--- config.mk ---
export PLATFORM = sky130hd
export DESIGN_NAME = gpio_int_aggr
export DESIGN_NICKNAME = d
export VERILOG_FILES = /design/src/rtl/gpio_int_pkg.sv /design/src/rtl/gpio_int_prio_enc.sv /design/src/rtl/gpio_int_aggr.sv
export SDC_FILE = /design/constraint.sdc
export NUM_CORES = 1
export LEC_CHECK = 0
export ABC_CLOCK_PERIOD_IN_PS = 2900
export CORE_MARGIN = 3
export CORE_UTILIZATION = 52
export DETAILED_ROUTE_END_ITERATION = 6
export GPL_TIMING_DRIVEN = 0
export PLACE_DENSITY = 0.82
export SLEW_MARGIN = 30
export SYNTH_ARGS = -nofsm -noshare
export SYNTH_HDL_FRONTEND = slang
export SYNTH_SLANG_ARGS = --single-unit
export TNS_END_PERCENT = 50
--- constraint.sdc ---
create_clock -name clk_apb -period 2.9 [get_ports clk_apb]
set_input_delay 0.58 -clock clk_apb [delete_from_list [all_inputs] [get_ports clk_apb]]
set_output_delay 0.58 -clock clk_apb [all_outputs]
set_load 0.05 [all_outputs]
--- src/rtl/gpio_int_pkg.sv ---
// Shared types and default sizing for the GPIO interrupt aggregator.
package gpio_int_pkg;

   localparam int N_SRC_DEF = 8;
   localparam int ID_W_DEF  = $clog2(N_SRC_DEF);

   typedef enum logic [1:0] {
      ST_IDLE    = 2'd0,
      ST_ASSERT  = 2'd1,
      ST_HOLDOFF = 2'd2
   } state_t;

endpackage

--- src/rtl/gpio_int_prio_enc.sv ---
// Fixed-priority encoder: reports the lowest-index set bit and whether any bit is set.
module gpio_int_prio_enc #(
   parameter int N    = 8,
   parameter int ID_W = 3
) (
   input  logic [N-1:0]    i_vec,
   output logic [ID_W-1:0] o_id,
   output logic            o_any
);

   always_comb begin
      o_id  = '0;
      o_any = |i_vec;
      for (int k = N - 1; k >= 0; k--) begin
         if (i_vec[k]) o_id = ID_W'(k);
      end
   end

endmodule

--- src/rtl/gpio_int_aggr.sv ---
// GPIO interrupt aggregator: edge capture, pending/overflow tracking, fixed-priority presentation with post-ack holdoff.
// Optional ack-timeout watchdog enabled by defining GPIO_INT_AGGR_TIMEOUT_EN.
module gpio_int_aggr
   import gpio_int_pkg::*;
#(
   parameter int N_SRC     = N_SRC_DEF,
   parameter int HOLDOFF_W = 8,
   localparam int ID_W     = $clog2(N_SRC)
) (
   input  logic                 clk_apb,
   input  logic                 rst_apb,
   input  logic [N_SRC-1:0]     int_raw,
   input  logic [N_SRC-1:0]     int_mask,
   input  logic [HOLDOFF_W-1:0] holdoff_cycles,
   input  logic                 irq_ack,
   input  logic                 ovf_clr,
   output logic                 irq_valid,
   output logic [ID_W-1:0]      irq_id,
   output logic [N_SRC-1:0]     pend,
   output logic                 overflow,
   output logic                 ack_timeout
);

   logic [N_SRC-1:0]     r_raw_q;
   logic [N_SRC-1:0]     r_edge;
   logic [N_SRC-1:0]     r_pend;
   logic                 r_ovf;
   state_t               r_state;
   logic [ID_W-1:0]      r_id;
   logic [HOLDOFF_W-1:0] r_cnt;

   logic                 w_ack;
   logic                 w_timeout;
   logic [N_SRC-1:0]     w_clr;
   logic                 w_ovf_evt;
   logic [ID_W-1:0]      w_id;
   logic                 w_any;

   assign w_ack     = (r_state == ST_ASSERT) && irq_ack;
   assign w_clr     = w_ack ? ({{(N_SRC-1){1'b0}}, 1'b1} << r_id) : '0;
   // A bit being acked in the same cycle as its new edge is not an overflow; the edge re-arms it.
   assign w_ovf_evt = |(r_edge & r_pend & ~w_clr);

   gpio_int_prio_enc #(
      .N    (N_SRC),
      .ID_W (ID_W)
   ) u_prio_enc (
      .i_vec (r_pend & ~int_mask),
      .o_id  (w_id),
      .o_any (w_any)
   );

   always_ff @(posedge clk_apb) begin
      if (rst_apb) begin
         r_raw_q <= '0;
         r_edge  <= '0;
         r_pend  <= '0;
         r_ovf   <= 1'b0;
      end else begin
         r_raw_q <= int_raw;
         r_edge  <= int_raw & ~r_raw_q;
         r_pend  <= (r_pend & ~w_clr) | r_edge;
         if (w_ovf_evt)    r_ovf <= 1'b1;
         else if (ovf_clr) r_ovf <= 1'b0;
      end
   end

   always_ff @(posedge clk_apb) begin
      if (rst_apb) begin
         r_state <= ST_IDLE;
         r_id    <= '0;
         r_cnt   <= '0;
      end else begin
         case (r_state)
            ST_IDLE: begin
               if (w_any) begin
                  r_state <= ST_ASSERT;
                  r_id    <= w_id;
               end
            end
            ST_ASSERT: begin
               if (w_ack) begin
                  if (holdoff_cycles == '0) begin
                     r_state <= ST_IDLE;
                  end else begin
                     r_cnt   <= holdoff_cycles;
                     r_state <= ST_HOLDOFF;
                  end
               end else if (w_timeout) begin
                  r_state <= ST_IDLE;
               end
            end
            ST_HOLDOFF: begin
               // Leaving as the count steps down to 1 keeps irq_valid low for exactly holdoff_cycles cycles.
               r_cnt <= r_cnt - 1'b1;
               if (r_cnt <= HOLDOFF_W'(2)) r_state <= ST_IDLE;
            end
            default: r_state <= ST_IDLE;
         endcase
      end
   end

`ifdef GPIO_INT_AGGR_TIMEOUT_EN
   logic [15:0] r_to_cnt;
   logic        r_to_flag;

   assign w_timeout = (r_state == ST_ASSERT) && !irq_ack && (r_to_cnt == 16'hFFFF);

   always_ff @(posedge clk_apb) begin
      if (rst_apb) begin
         r_to_cnt  <= '0;
         r_to_flag <= 1'b0;
      end else begin
         if ((r_state != ST_ASSERT) || w_ack) r_to_cnt <= '0;
         else                                 r_to_cnt <= r_to_cnt + 16'd1;
         if (w_timeout)    r_to_flag <= 1'b1;
         else if (ovf_clr) r_to_flag <= 1'b0;
      end
   end

   assign ack_timeout = r_to_flag;
`else
   assign w_timeout   = 1'b0;
   assign ack_timeout = 1'b0;
`endif

   assign irq_valid = (r_state == ST_ASSERT);
   assign irq_id    = r_id;
   assign pend      = r_pend;
   assign overflow  = r_ovf;

endmodule

After elaboration in Yosys (flattened, before gate mapping)
Index checks and enable logic that the tools add are counted.
- input port bits: 28
- register bits after elaboration: 38
- output and inout port bits: 14
- add/sub/neg operators: 1
- reduce and logical (&&, ||, !) cells: 10
- shifts and indexed selects: 1
- magnitude comparators: 1
- bitwise gates (word level): 9
- eq/ne operators: 6
- mux-type cells: 19
- operators with widths (kind ; count):
    $and A8 B8 Y8 ; 5
    $mux W3 ; 8
    $mux W8 ; 3
    $not A8 Y8 ; 3
    $pmux W8 S2 ; 1
    $reduce_or A8 Y1 ; 2
    $le A8 B2 Y1 const B ; 1
    $logic_not A8 Y1 ; 1
    $mux W2 ; 4
    $or A8 B8 Y8 ; 1
    $shl A1 B3 Y8 const A ; 1
    $sub A8 B1 Y8 const B ; 1
    $pmux W2 S3 ; 1
    $reduce_and A3 Y1 ; 2
    $ne A2 B1 Y1 const B ; 2
    $ne A2 B2 Y1 const B ; 2
    $reduce_bool A2 Y1 ; 2
    $eq A2 B1 Y1 const B ; 1
    $eq A2 B2 Y1 const B ; 1
    $logic_not A2 Y1 ; 1
    $mux W1 ; 2
    $reduce_and A2 Y1 ; 1
    $logic_and A1 B1 Y1 ; 1

Depth between registers and ports, before layout
- word-level depth: 10
- mapped depth: 6
- mapped depth without buffers: 6

By module
A second synthesis with hierarchy kept.
- cell total of the unflattened synthesis: 191
- area total of the unflattened synthesis: 1685.4 um^2
- modules (own cells, without submodules) (module ; seq. area each (um^2) ; times used ; cells an instance ; area each (um^2)):
    gpio_int_aggr ; 760.7 ; 1 ; 178 ; 1604.0
    gpio_int_prio_enc ; 0.0 ; 1 ; 13 ; 81.3

Worst setup path after synthesis
OpenSTA, ideal clock, no wires.
- path kind: input port to flip-flop
- start point: input holdoff_cycles[2]
- end point: register r_cnt[7]
- buffers on the path: 1
- arrival: 1655 ps
- stages on the path: 5
- library setup time: 67 ps
- slack: 1178 ps
- cells stage by stage: or4_4 > o21ai_4 > buf_6 > o311ai_4 > a21oi_2
- word-level cells in the longest chain between the ends: 3
- ends and longest elaborated chain (item ; line ; RTL):
    from (decl) ; gpio_int_aggr.sv:14 ; input logic [HOLDOFF_W-1:0] holdoff_cycles,
    $logic_not A8 Y1 ; gpio_int_aggr.sv:83 ; if (holdoff_cycles == '0) begin
    $ne A2 B2 Y1 (no line) ; n/a ;
    $reduce_and A3 Y1 (no line) ; n/a ;
    to (signal assigned) ; gpio_int_aggr.sv:86 ; r_cnt <= holdoff_cycles;
    to (signal assigned) ; gpio_int_aggr.sv:95 ; r_cnt <= r_cnt - 1'b1;
    to (decl) ; gpio_int_aggr.sv:30 ; logic [HOLDOFF_W-1:0] r_cnt;
No other way between the ends.
A chain may end at the register's enable or synchronous reset.

Worst setup path after layout
- start point: register r_state[0]
- end point: output irq_valid
- word-level cells in the longest chain between the ends: 1
- ends and longest elaborated chain (item ; line ; RTL):
    from (decl) ; gpio_int_aggr.sv:28 ; state_t r_state;
    from (signal assigned) ; gpio_int_aggr.sv:70 ; r_state <= ST_IDLE;
    from (signal assigned) ; gpio_int_aggr.sv:77 ; r_state <= ST_ASSERT;
    from (signal assigned) ; gpio_int_aggr.sv:84 ; r_state <= ST_IDLE;
    $eq A2 B1 Y1 ; gpio_int_aggr.sv:127 ; assign irq_valid = (r_state == ST_ASSERT);
    to (decl) ; gpio_int_aggr.sv:17 ; output logic irq_valid,
No other way between the ends.

==> flow_metrics.py <==
metrics = {
    "drt": {
        "drtIter0Drc": 96,
        "drtPass1Iterations": 4,
        "viasPerCell": 5.81,
        "remaining_drc_errors": 0,
        "wirelength_um": 4010,
        "vias": 1574,
        "ant_nets": 0,
        "wl_per_cell_um": 14.8,
    },
    "setup_path": {
        "worstPathBufferInverterCount": 1,
        "worstSetupEndpointType": "output pin",
        "slowest_stage": "clkdlybuf4s50_1",
        "required_ns": 2.32,
        "start_kind": "flop",
        "path_max_fanout": 6,
        "worstPathArrival_ns": 1.78,
        "crit_path_cell_trace": "nor2b_1, clkdlybuf4s50_1",
        "criticalPathCategory": "flop to output pin",
        "cpLargestDelayFamily": "buffers and inverters",
        "slowest_delay_ns": 0.82,
    },
    "clock_network": {
        "htree_levels": 2,
        "clkLatencyLatePin_ns": 0.35,
        "cts_tree": "yes",
        "cts_setup_buffers": 0,
        "cts_resized": 0,
        "ctsLongestPathBuffers": 2,
        "cts_made_buffers": 5,
        "cts_sinks": 38,
        "path_clk_slew_ns": 0.12,
        "cts-root-buf": "clkbuf_4",
        "holdBufCountCts": 0,
    },
    "power_and_ir_drop": {
        "power.total_mw": 1.27,
        "switching_share_pct": 31.1,
        "seqPwrFrac_pct": 47.9,
        "power.density_mw_per_mm2": 582,
        "peakVddDrop_mv": 0.491,
        "p_clk_share_pct": 28.7,
        "p_int_uw": 876,
        "leakagePower_nw": 0.781,
        "p_sw_uw": 394,
        "comb_power_share_pct": 23.4,
    },
    "logic_synthesis": {
        "synth_compound_area_share_pct": 20.0,
        "yosys.area.top_type_share_pct": 46.2,
        "avgSynthCellArea_sq_um": 9.10,
        "synth-main-ff-cell": "dfxtp_1",
        "synth_seq_cells": 38,
        "synthArstFlopShare_pct": 0,
        "synth_fp_nets": 211,
        "synth_top_area_cell": "dfxtp_1",
        "synth_warnings": 0,
        "synthAdderAreaFrac_pct": 1.52,
        "synth_cells": 181,
        "synthDistinctLibCells": 41,
        "synth_edf_count": 0,
        "synth_area_leaders": "dfxtp_1, nor2b_1, a21oi_1",
        "syn_area_sq_mm": 0.00165,
        "synth_sequential_area_ratio_pct": 46.2,
        "synth_mux_area_share_pct": 0,
        "synth_simple_gate_area_share_pct": 29.2,
        "synth_top_family_by_area": "simple AND/OR/NAND/NOR gates",
        "post_synth_xor_area_fraction_pct": 0,
    },
    "min_path": {
        "hold_path.class": "flop to flop",
    },
    "sta": {
        "clock.fmax_mhz": 423,
        "finalCritPeriodShare_pct": 81.5,
        "fin_setup_tns_ns": 0,
        "worst_slew_pin_slew_ns": 0.530,
        "drv_slew": 0,
        "fin_ws_ns": 0.535,
        "skew_ns": 0.00721,
        "slew_headroom_pct": 64.6,
        "rsz0062_at_grt": "no",
        "setup_viol": 0,
        "post-route-min-period_ns": 2.36,
        "hold_viol": 0,
    },
    "grt": {
        "grtUsageTotal_pct": 21.7,
        "grt_pass1_vias": 1470,
        "grt_pass1_wl_um": 6770,
        "grt_max_degree": 14,
        "antenna_found_initial": 0,
        "grt_overflow": 0,
    },
    "run": {
        "max-cap-violations": 0,
    },
    "placement": {
        "placed_cell_area_sq_mm": 0.00210,
        "place_ws_ns": 0.641,
        "gp_congestion": 0.850,
        "port_buffers": 40,
        "hpwl_um": 3060,
        "place_inst": 263,
    },
    "outcome": {
        "status": "complete, no violations",
    },
    "final_layout": {
        "fin_nets": 258,
        "fin_cells": 271,
        "antennaDiodeCount": 0,
        "area_growth_syn_to_layout_pct": 32.5,
        "layout-drive-gt1-share_pct": 7.42,
        "stdcell_area_sq_mm": 0.00218,
    },
    "die": {
        "core_area_sq_mm": 0.00288,
        "die_w_um": 62.3,
        "die_h_um": 62.3,
        "row_count": 19,
        "dieArea_sq_mm": 0.00388,
        "initial_utilization_pct": 57.3,
        "ios": 42,
    },
}
[final timing paths]
kind | from | end | slack [ns] | cells past startpoint
max | r_state[0] | irq_valid | 0.54 | 2
min | r_raw_q[0] | r_edge[0] | 0.39 | 1
max reg2reg | r_state[0] | r_cnt[7] | 1.10 | 5
min reg2reg | r_raw_q[0] | r_edge[0] | 0.39 | 1
[metal layers]
metal  vias up  share of wire (%)  global-route usage [%]
met1       753                 44                    26.7
met3         7                6.6                    7.03
met4         0                1.8                    9.92
met2        60                 47                    34.5
met5         -                  0                       0
li1        754                  -                       -
[synth_stat cells (2+ instances only)]
cell       count
a211oi_1       3
a21oi_1       20
a21oi_2        2
a2bb2oi_1      2
a31oi_1        4
a32oi_1        2
clkbuf_1       2
dfxtp_1       38
ha_1           2
inv_1          3
nand2_1       10
nand2b_1       8
nand3_1       12
nand4b_1       2
nor2_1        13
nor2b_1       25
nor3_1         3
o21ai_1        4
o311ai_0       2
or4_1          2
or4_4          2
[per-stage QoR]
step	util (%)	hold WS [ns]
6_report	75.9	0.390
5_1_grt	75.9	0.401
4_1_cts	75.9	0.395
3_5_place_dp	73.0	0.377
3_3_place_gp	73.0	0.371
2_1_floorplan	-	0.367
[final cells by class]
type / instances / area (sq um)
fillers: 204 / 693
repair buffers: 40 / 400
well taps: 42 / 52.6
plain buffers: 6 / 35.0
multi-input cells: 134 / 841
flip-flops and latches: 38 / 761
clock inverters: 3 / 45.0
inverters: 3 / 11.3
clock buffers: 5 / 37.5
[registers in the layout, summed over array words and instances, names as in the netlist]
signal and cells:
overflow 1, r_raw_q 8, irq_id 3, r_state 2, r_edge 8, pend 8
r_cnt 8
[power groups by stage]
stage	Combinational [mW]	Clock [mW]	Sequential, mW
floorplan	0.147	0	0.654
global placement	0.285	0	0.615
CTS	0.297	0.368	0.606
detailed placement	0.295	0	0.618
global route	0.322	0.392	0.613
finish	0.297	0.364	0.608
[placed cells by master, fill, tap and decap left out, types with 2 or more instances in the layout]
master           synthesis  final
nand3_1                 12     12
clkbuf_4                 0      5
o311ai_0                 2      2
or4_1                    2      2
a31oi_1                  4      4
nor3_1                   3      3
clkinvlp_4               0      2
a21oi_1                 20     20
a2bb2oi_1                2      2
a32oi_1                  2      2
a21oi_2                  2      2
nand2b_1                 8      8
nand2_1                 10     10
a211oi_1                 3      3
dfxtp_1                 38     38
o21ai_1                  4      4
inv_1                    3      3
clkbuf_1                 2      2
nor2_1                  13     13
nand4b_1                 2      2
clkdlybuf4s50_1          0     40
ha_1                     2      2
or4_4                    2      2
nor2b_1                 25     25
[kinds of logic (layout without fill, tap and decap cells)]
group / Yosys count / count (layout)
simple gates: 84 / 84
compound gates: 47 / 47
flops: 38 / 38
buf+inv: 9 / 57
fa+ha+maj: 2 / 2
other cells: 1 / 1
(Power assumes the default switching activity.)
